[src/rtl/ascon_data_packer.sv]
// ascon_data_packer: packs a 32-bit little-endian word stream into padded 128-bit ASCON rate blocks.
// Optional msg_len_o running byte counter is built when ASCON_PACK_LEN_EN is defined.
module ascon_data_packer #(
    parameter int         IN_W     = 32,
    parameter logic [7:0] PAD_BYTE = 8'h01
) (
    input  logic            clock_i,
    input  logic            reset_i,
    input  logic [IN_W-1:0] s_data_i,
    input  logic            s_valid_i,
    input  logic            s_last_i,
    input  logic [1:0]      s_bytes_i,
    output logic            s_ready_o,
    output logic [127:0]    block_o,
    output logic            block_valid_o,
    output logic            block_last_o,
    output logic [4:0]      block_bytes_o,
`ifdef ASCON_PACK_LEN_EN
    output logic [31:0]     msg_len_o,
`endif
    input  logic            block_ready_i
);

    if (IN_W != 32) begin : g_bad_width
        $error("ascon_data_packer: IN_W must be 32");
    end

    typedef enum logic [1:0] {FILL, FULL, PAD_ONLY} state_t;

    state_t       state_q, state_d;
    logic [1:0]   idx_q, idx_d;
    logic [4:0]   count_q, count_d;
    logic [127:0] block_q, block_d;
    logic         last_q, last_d;
    logic         pad_pending_q, pad_pending_d;

    logic [2:0]   word_bytes;
    logic [4:0]   fill_count;
    logic [127:0] merged;
    logic [127:0] pack_blk;

    // Unused slots of block_q are always zero, so the incoming word can simply be OR-ed in;
    // bytes at or above the new count are then replaced by the pad byte and zeros.
    // NOTE: every always_comb output gets a default first so no path leaves it unassigned (no latch).
    always_comb begin
        word_bytes = (s_last_i && s_bytes_i != 2'd0) ? {1'b0, s_bytes_i} : 3'd4;
        fill_count = count_q + {2'b00, word_bytes};
        merged     = block_q | ({{(128-IN_W){1'b0}}, s_data_i} << {idx_q, 5'b00000});
        pack_blk   = '0;
        for (int b = 0; b < 16; b++) begin
            if (5'(b) < fill_count) begin
                pack_blk[8*b +: 8] = merged[8*b +: 8];
            end else if (s_last_i && 5'(b) == fill_count) begin
                pack_blk[8*b +: 8] = PAD_BYTE;
            end
        end
    end

    always_comb begin
        state_d       = state_q;
        idx_d         = idx_q;
        count_d       = count_q;
        block_d       = block_q;
        last_d        = last_q;
        pad_pending_d = pad_pending_q;
        s_ready_o     = 1'b0;
        block_valid_o = 1'b0;
        block_o       = '0;
        block_last_o  = 1'b0;
        block_bytes_o = '0;
        case (state_q)
            FILL: begin
                s_ready_o = 1'b1;
                if (s_valid_i) begin
                    block_d = pack_blk;
                    count_d = fill_count;
                    idx_d   = idx_q + 2'd1;
                    if (s_last_i || idx_q == 2'd3) begin
                        state_d       = FULL;
                        last_d        = s_last_i && (fill_count != 5'd16);
                        pad_pending_d = s_last_i && (fill_count == 5'd16);
                    end
                end
            end
            FULL: begin
                block_valid_o = 1'b1;
                block_o       = block_q;
                block_last_o  = last_q;
                block_bytes_o = count_q;
                if (block_ready_i) begin
                    state_d = pad_pending_q ? PAD_ONLY : FILL;
                    idx_d   = '0;
                    count_d = '0;
                    block_d = '0;
                    last_d  = 1'b0;
                end
            end
            PAD_ONLY: begin
                block_valid_o = 1'b1;
                block_o       = {120'b0, PAD_BYTE};
                block_last_o  = 1'b1;
                if (block_ready_i) begin
                    pad_pending_d = 1'b0;
                    state_d       = FILL;
                end
            end
            default: state_d = FILL;
        endcase
    end

    // NOTE: sequential state uses non-blocking assignments so all registers update together.
    always_ff @(posedge clock_i) begin
        if (reset_i) begin
            state_q       <= FILL;
            idx_q         <= '0;
            count_q       <= '0;
            block_q       <= '0;
            last_q        <= 1'b0;
            pad_pending_q <= 1'b0;
        end else begin
            state_q       <= state_d;
            idx_q         <= idx_d;
            count_q       <= count_d;
            block_q       <= block_d;
            last_q        <= last_d;
            pad_pending_q <= pad_pending_d;
        end
    end

`ifdef ASCON_PACK_LEN_EN
    logic [31:0] len_q, len_d;

    always_comb begin
        len_d = len_q;
        if (s_valid_i && s_ready_o) begin
            len_d = len_q + 32'(word_bytes);
        end
        if (block_valid_o && block_ready_i && block_last_o) begin
            len_d = '0;
        end
    end

    always_ff @(posedge clock_i) begin
        if (reset_i) begin
            len_q <= '0;
        end else begin
            len_q <= len_d;
        end
    end

    assign msg_len_o = len_q;
`endif

endmodule
[config.mk]
export PLATFORM = sky130hd
export DESIGN_NAME = ascon_data_packer
export DESIGN_NICKNAME = d
export VERILOG_FILES = /design/src/rtl/ascon_data_packer.sv
export SDC_FILE = /design/constraint.sdc
export NUM_CORES = 1
export LEC_CHECK = 0
export ABC_AREA = 1
export BUFFER_PORTS_ARGS = -buffer_cell sky130_fd_sc_hd__buf_4
export CORE_MARGIN = 2
export CORE_UTILIZATION = 54
export DETAILED_ROUTE_END_ITERATION = 10
export GPL_TIMING_DRIVEN = 0
export PLACE_DENSITY = 0.91
export SETUP_SLACK_MARGIN = 0.2
export SLEW_MARGIN = 40
export SYNTH_ARGS = -nofsm -noshare
export SYNTH_HDL_FRONTEND = slang
export SYNTH_SLANG_ARGS = --single-unit
[constraint.sdc]
create_clock -name clock_i -period 6.45 [get_ports clock_i]
set_input_delay 0.9675 -clock clock_i [delete_from_list [all_inputs] [get_ports clock_i]]
set_output_delay 0.9675 -clock clock_i [all_outputs]
set_load 0.03 [all_outputs]
### Yosys cells after proc, flatten, opt, wreduce, memory -nomap -nowiden

Index checks and enable logic that the tools add are counted.

| storage, ports and cells | value |
|---|---|
| flip-flop bits (word level) | 139 |
| bits of input ports | 39 |
| output and inout port bits | 136 |
| logic and storage cells | 139 |

| cells by class | value |
|---|---|
| $add $sub $neg | 2 |
| magnitude comparators | 16 |
| equal/unequal tests | 24 |
| shift operators | 1 |
| multiplexer cells | 59 |
| bitwise gates (word level) | 1 |
| reductions and logical operators | 30 |

Operators with widths:

| cell | count |
|---|---|
| $pmux W128 S2 | 2 |
| $mux W128 | 2 |
| $mux W8 | 16 |
| $or A128 B128 Y128 | 1 |
| $shl A32 B7 Y128 | 1 |
| $eq A4 B5 Y1 const A | 8 |
| $lt A4 B5 Y1 const A | 8 |
| $mux W1 | 23 |
| $eq A3 B5 Y1 const A | 4 |
| $lt A3 B5 Y1 const A | 4 |
| $logic_and A1 B1 Y1 | 19 |
| $mux W5 | 3 |
| $mux W2 | 6 |
| $reduce_and A4 Y1 | 3 |
| $eq A2 B5 Y1 const A | 2 |
| $lt A1 B5 Y1 const A | 2 |
| $lt A2 B5 Y1 const A | 2 |
| $pmux W5 S2 | 1 |
| $ne A2 B2 Y1 const B | 4 |
| $pmux W1 S2 | 3 |
| $pmux W2 S3 | 1 |
| $reduce_bool A2 Y1 | 3 |
| $add A5 B3 Y5 | 1 |
| $eq A1 B5 Y1 const A | 1 |
| 12 further kinds | 13 |

### Longest topological paths before layout

| depth | value |
|---|---|
| depth in word-level cells | 10 |
| depth in mapped cells | 18 |
| gate-level depth less buffers | 16 |

### Worst setup path before layout

No wires, ideal clock.

| timing | value |
|---|---|
| kind | input-to-reg |
| start | in s_last_i |
| end | reg block_q[25] |
| setup time | 0.123 ns |
| arrival time | 2.954 ns |
| required time | 6.327 ns |
| path slack | 3.373 ns |
| cell stages on the path | 15 |
| cell sequence | clkbuf_1 -> o21ai_0 -> nor2_1 -> inv_1 -> fa_1 -> inv_1 -> nand3_1 -> nand2_1 -> nand2_1 -> nand2_2 -> nand2_4 -> o21ai_4 -> inv_2 -> a21oi_4 -> a21oi_1 |

| on the way | value |
|---|---|
| word-level cells in the longest chain between the ends | 7 |

Ends and longest elaborated chain:

| item | RTL line | source |
|---|---|---|
| start: declaration | 11 | `input logic s_last_i,` |
| $logic_and A1 B1 Y1 | 46 | `word_bytes = (s_last_i && s_bytes_i != 2'd0) ? {1'b0, s_bytes_i} : 3'd4;` |
| $mux W3 | 46 |  |
| $add A5 B3 Y5 | 47 | `fill_count = count_q + {2'b00, word_bytes};` |
| $lt A2 B5 Y1 | 51 | `if (5'(b) < fill_count) begin` |
| $mux W8 | 51 |  |
| $mux W128 | 74 | `if (s_valid_i) begin` |
| $pmux W128 S2 | 71 | `case (state_q)` |
| end signal: assignment | 124 | `block_q <= block_d;` |
| end: declaration | 33 | `logic [127:0] block_q, block_d;` |

No other way between the ends. The select of a mux whose other input is x is not followed.
A chain may end at the register's enable or synchronous reset.

### Worst setup path after layout

| timing | value |
|---|---|
| start | reg state_q[1] |
| end | out block_o[112] |

| on the way | value |
|---|---|
| word-level cells in the longest chain between the ends | 2 |

Ends and longest elaborated chain:

| item | RTL line | source |
|---|---|---|
| start: declaration | 30 | `state_t state_q, state_d;` |
| start signal: assignment | 121 | `state_q <= state_d;` |
| $eq A2 B2 Y1 / $eq A2 B1 Y1 (equally long branches) | 71 |  |
| $pmux W128 S2 (*) | 71 |  |
| end: declaration | 14 | `output logic [127:0] block_o,` |

Every way passes the cells marked *; elsewhere a longest branch is shown, timed or not.

==> metrics.yaml <==
netlist_instances: 1136
fillers: 1156
fmax_ghz: 0.249
dp.cells: 1488
root_buffer: "clkbuf_16"
setup_viol_count_final: 0
maxSlewViolCount: 0
seq_area_frac_synth_pct: 37.2
gr-total-overflow: 0
path_class: "reg2out"
async_flop_share_pct: 0
grt_pass1_wl_mm: 45.0
rsz0062_at_grt: "no"
diodes: 0
htree_levels: 4
avgRoutedWirePerCell_microns: 20.0
drc_errors: 0
synth_mux_area_share_pct: 0
place_ws_ns: 2.73
synth_top_family_by_area: "simple AND/OR/NAND/NOR gates"
finalCoreUtilization_pct: 70.1
die_x_microns: 122
synth_ff_type: "dfxtp_1"
fp.dieH_microns: 122
routed-via-count: 9150
rrSetupSlack_ns: 3.88
fin_nets: 1374
setup_slack_ns: 2.44
cts_setup_buffers: 0
synth_fa_ha_area_share_pct: 1.44
clkLatencyLatePin_ns: 0.43
critical_path_required_ns: 5.48
cts_buffer_depth: 2
dieArea_sq_mm: 0.0148
clk_pin_slew_ns: 0.06
synth-compound-area-share_pct: 15.5
final_cell_count_no_fill: 1520
place_area_sq_mm: 0.00900
first_pass_iters: 7
drtIter0Drc: 1414
cts_tree: "yes"
crit_arrival_ns: 3.05
fp-row-count: 43
area_growth_pct: 28.6
ff_latch_area_sq_mm: 0.00278
gp_congestion: 0.999
grt_use_total_pct: 40.5
grt_pass1_vias: 8298
antenna_left: 0
synth_edf_count: 0
path_max_fanout: 10
hold_violations: 0
stdcell_area_sq_mm: 0.00962
ys_warn_count: 0
clock_sinks: 139
slew_headroom_pct: 39.8
avgSynthCellArea_sq_um: 6.59
critPathCaptureType: "output port"
fin_tns_setup_ns: 0
powerDensity_mw_per_mm2: 280
portBuffers: 172
outcome: "completed"
cts_buffers: 17
multi_input_area_sq_mm: 0.00364
p_leak_nw: 3.85
drv_cap: 0
synthSimpleGateAreaFrac_pct: 31.6
hold_class: "reg2reg"
drt-total-wl_mm: 30.3
period_minus_slack_ns: 4.01
hold_buffers: 0
synth.cell_area_sq_mm: 0.00748
ir_worst_vdd_mv: 0.205
final.period_utilization_pct: 62.2
num_io_pins: 175
vias_per_cell: 6.02
synth_cell_types: 41
start_util_pct: 54.5
max_slew.worst_pin.slew_ns: 0.903
synth_xor_area_share_pct: 0.117
antenna_found_initial: 1
place_hpwl_mm: 21.4
finClkSkew_ns: 0.00796
grt_max_degree: 17
drive_above_1_share_pct: 19.8
syn-num-nets: 1183
ys_ff_latch: 139
core_sq_mm: 0.0137
cts_resized: 0
cp-start-kind: "register"
cell usage after synthesis (2+ instances only):
master | n | area [sq um]
o21ai_2 | 7 | 61.3
buf_1 | 13 | 48.8
buf_2 | 11 | 55.1
buf_6 | 2 | 22.5
inv_1 | 176 | 661
nor2_4 | 3 | 33.8
o21ai_4 | 2 | 32.5
nand4_1 | 9 | 56.3
o21ai_0 | 28 | 140
a211oi_1 | 8 | 60.1
ha_1 | 7 | 87.6
inv_2 | 7 | 26.3
o211ai_1 | 3 | 22.5
a31oi_1 | 11 | 68.8
nand2_1 | 214 | 803
o21ai_1 | 3 | 15.0
buf_4 | 9 | 67.6
a21oi_1 | 138 | 691
clkbuf_1 | 40 | 150
nor2_2 | 2 | 12.5
nand3_1 | 102 | 510
nand3_2 | 3 | 30.0
nand2_2 | 7 | 43.8
inv_4 | 2 | 12.5
nor2_1 | 52 | 195
nor3_1 | 124 | 621
dfxtp_1 | 139 | 2780
layout by cell type (no fill, tap or decap), drive strengths merged:
cell,synthesis,layout
ha,7,7
a31oi,11,11
nor3,124,124
clkinv,0,3
a211oi,8,8
a31o,1,1
clkbuf,40,59
or2,1,1
o2111ai,1,1
a21oi,139,139
o31ai,1,1
fa,1,1
nand2,222,222
o22ai,1,1
o21ai,40,40
nor2,58,58
o211ai,3,3
clkinvlp,0,2
bufinv,0,4
dfxtp,139,139
o311ai,1,1
nand4,9,9
buf,36,208
inv,185,189
a21o,1,1
xnor2,1,1
nand3,106,106
power by group:
part / switching, W / internal [W]
Combinational: 0.000545 / 0.000170
Sequential: 0.0000180 / 0.000904
Clock: 0.000409 / 0.000651
path summary, 6_finish.rpt:
kind	from	endpoint	cells past startpoint
setup / recovery	state_q[1]$_SDFFE_PP0P_	block_o[112]	9
hold / removal	block_q[61]$_SDFFE_PP0P_	block_q[61]$_SDFFE_PP0P_	2
setup reg to reg	count_q[0]$_SDFFE_PP0P_	block_q[76]$_SDFFE_PP0P_	11
hold reg to reg	block_q[61]$_SDFFE_PP0P_	block_q[61]$_SDFFE_PP0P_	2
metrics by stage:
| stage | total power, W | hold slack, ns |
|---|---|---|
| after floorplan | 0.00137 | 0.430 |
| after global placement | 0.00160 | 0.439 |
| after detailed placement | 0.00161 | 0.448 |
| after CTS | 0.00265 | 0.456 |
| after global routing | 0.00276 | 0.471 |
| final | 0.00270 | 0.455 |
area by class of cell:
class / instances / share of cell area [%]
well taps: 180 / 2.34
plain buffers: 76 / 3.73
inverters: 185 / 7.27
multi-input cells: 736 / 37.8
clock buffers: 19 / 4.50
repair buffers: 172 / 13.4
clock inverters: 13 / 1.96
flip-flops and latches: 139 / 28.9
critical path, stage by stage (launching register included):
cell	delay (ns)
dfxtp_1	0.35
inv_1	0.07
ha_1	0.17
buf_4	0.17
inv_4	0.10
clkbuf_1	0.29
buf_2	0.38
buf_1	0.68
nor3_1	0.17
buf_4	0.22
state kept, by name (all words and copies together), names as in the netlist:
name / flops
pad_pending_q: 1
block_q: 128
state_q: 2
last_q: 1
idx_q: 2
count_q: 5
metal layers:
metal  GRT usage (%)  share of wire [%]  vias up
li1                -                  -     4073
met5               0                  0        -
met3            12.6                 14      189
met2            60.4                 43      809
met4            24.0                6.6        0
met1            51.6                 36     4079
cell families (layout without fill, tap and decap cells):
kind of cell | Yosys count | count (layout)
simple gates | 520 | 520
xor+xnor | 1 | 1
fa+ha+maj | 8 | 8
flops | 139 | 139
buf+inv | 261 | 465
compound gates | 207 | 207
(Power assumes the default switching activity.)
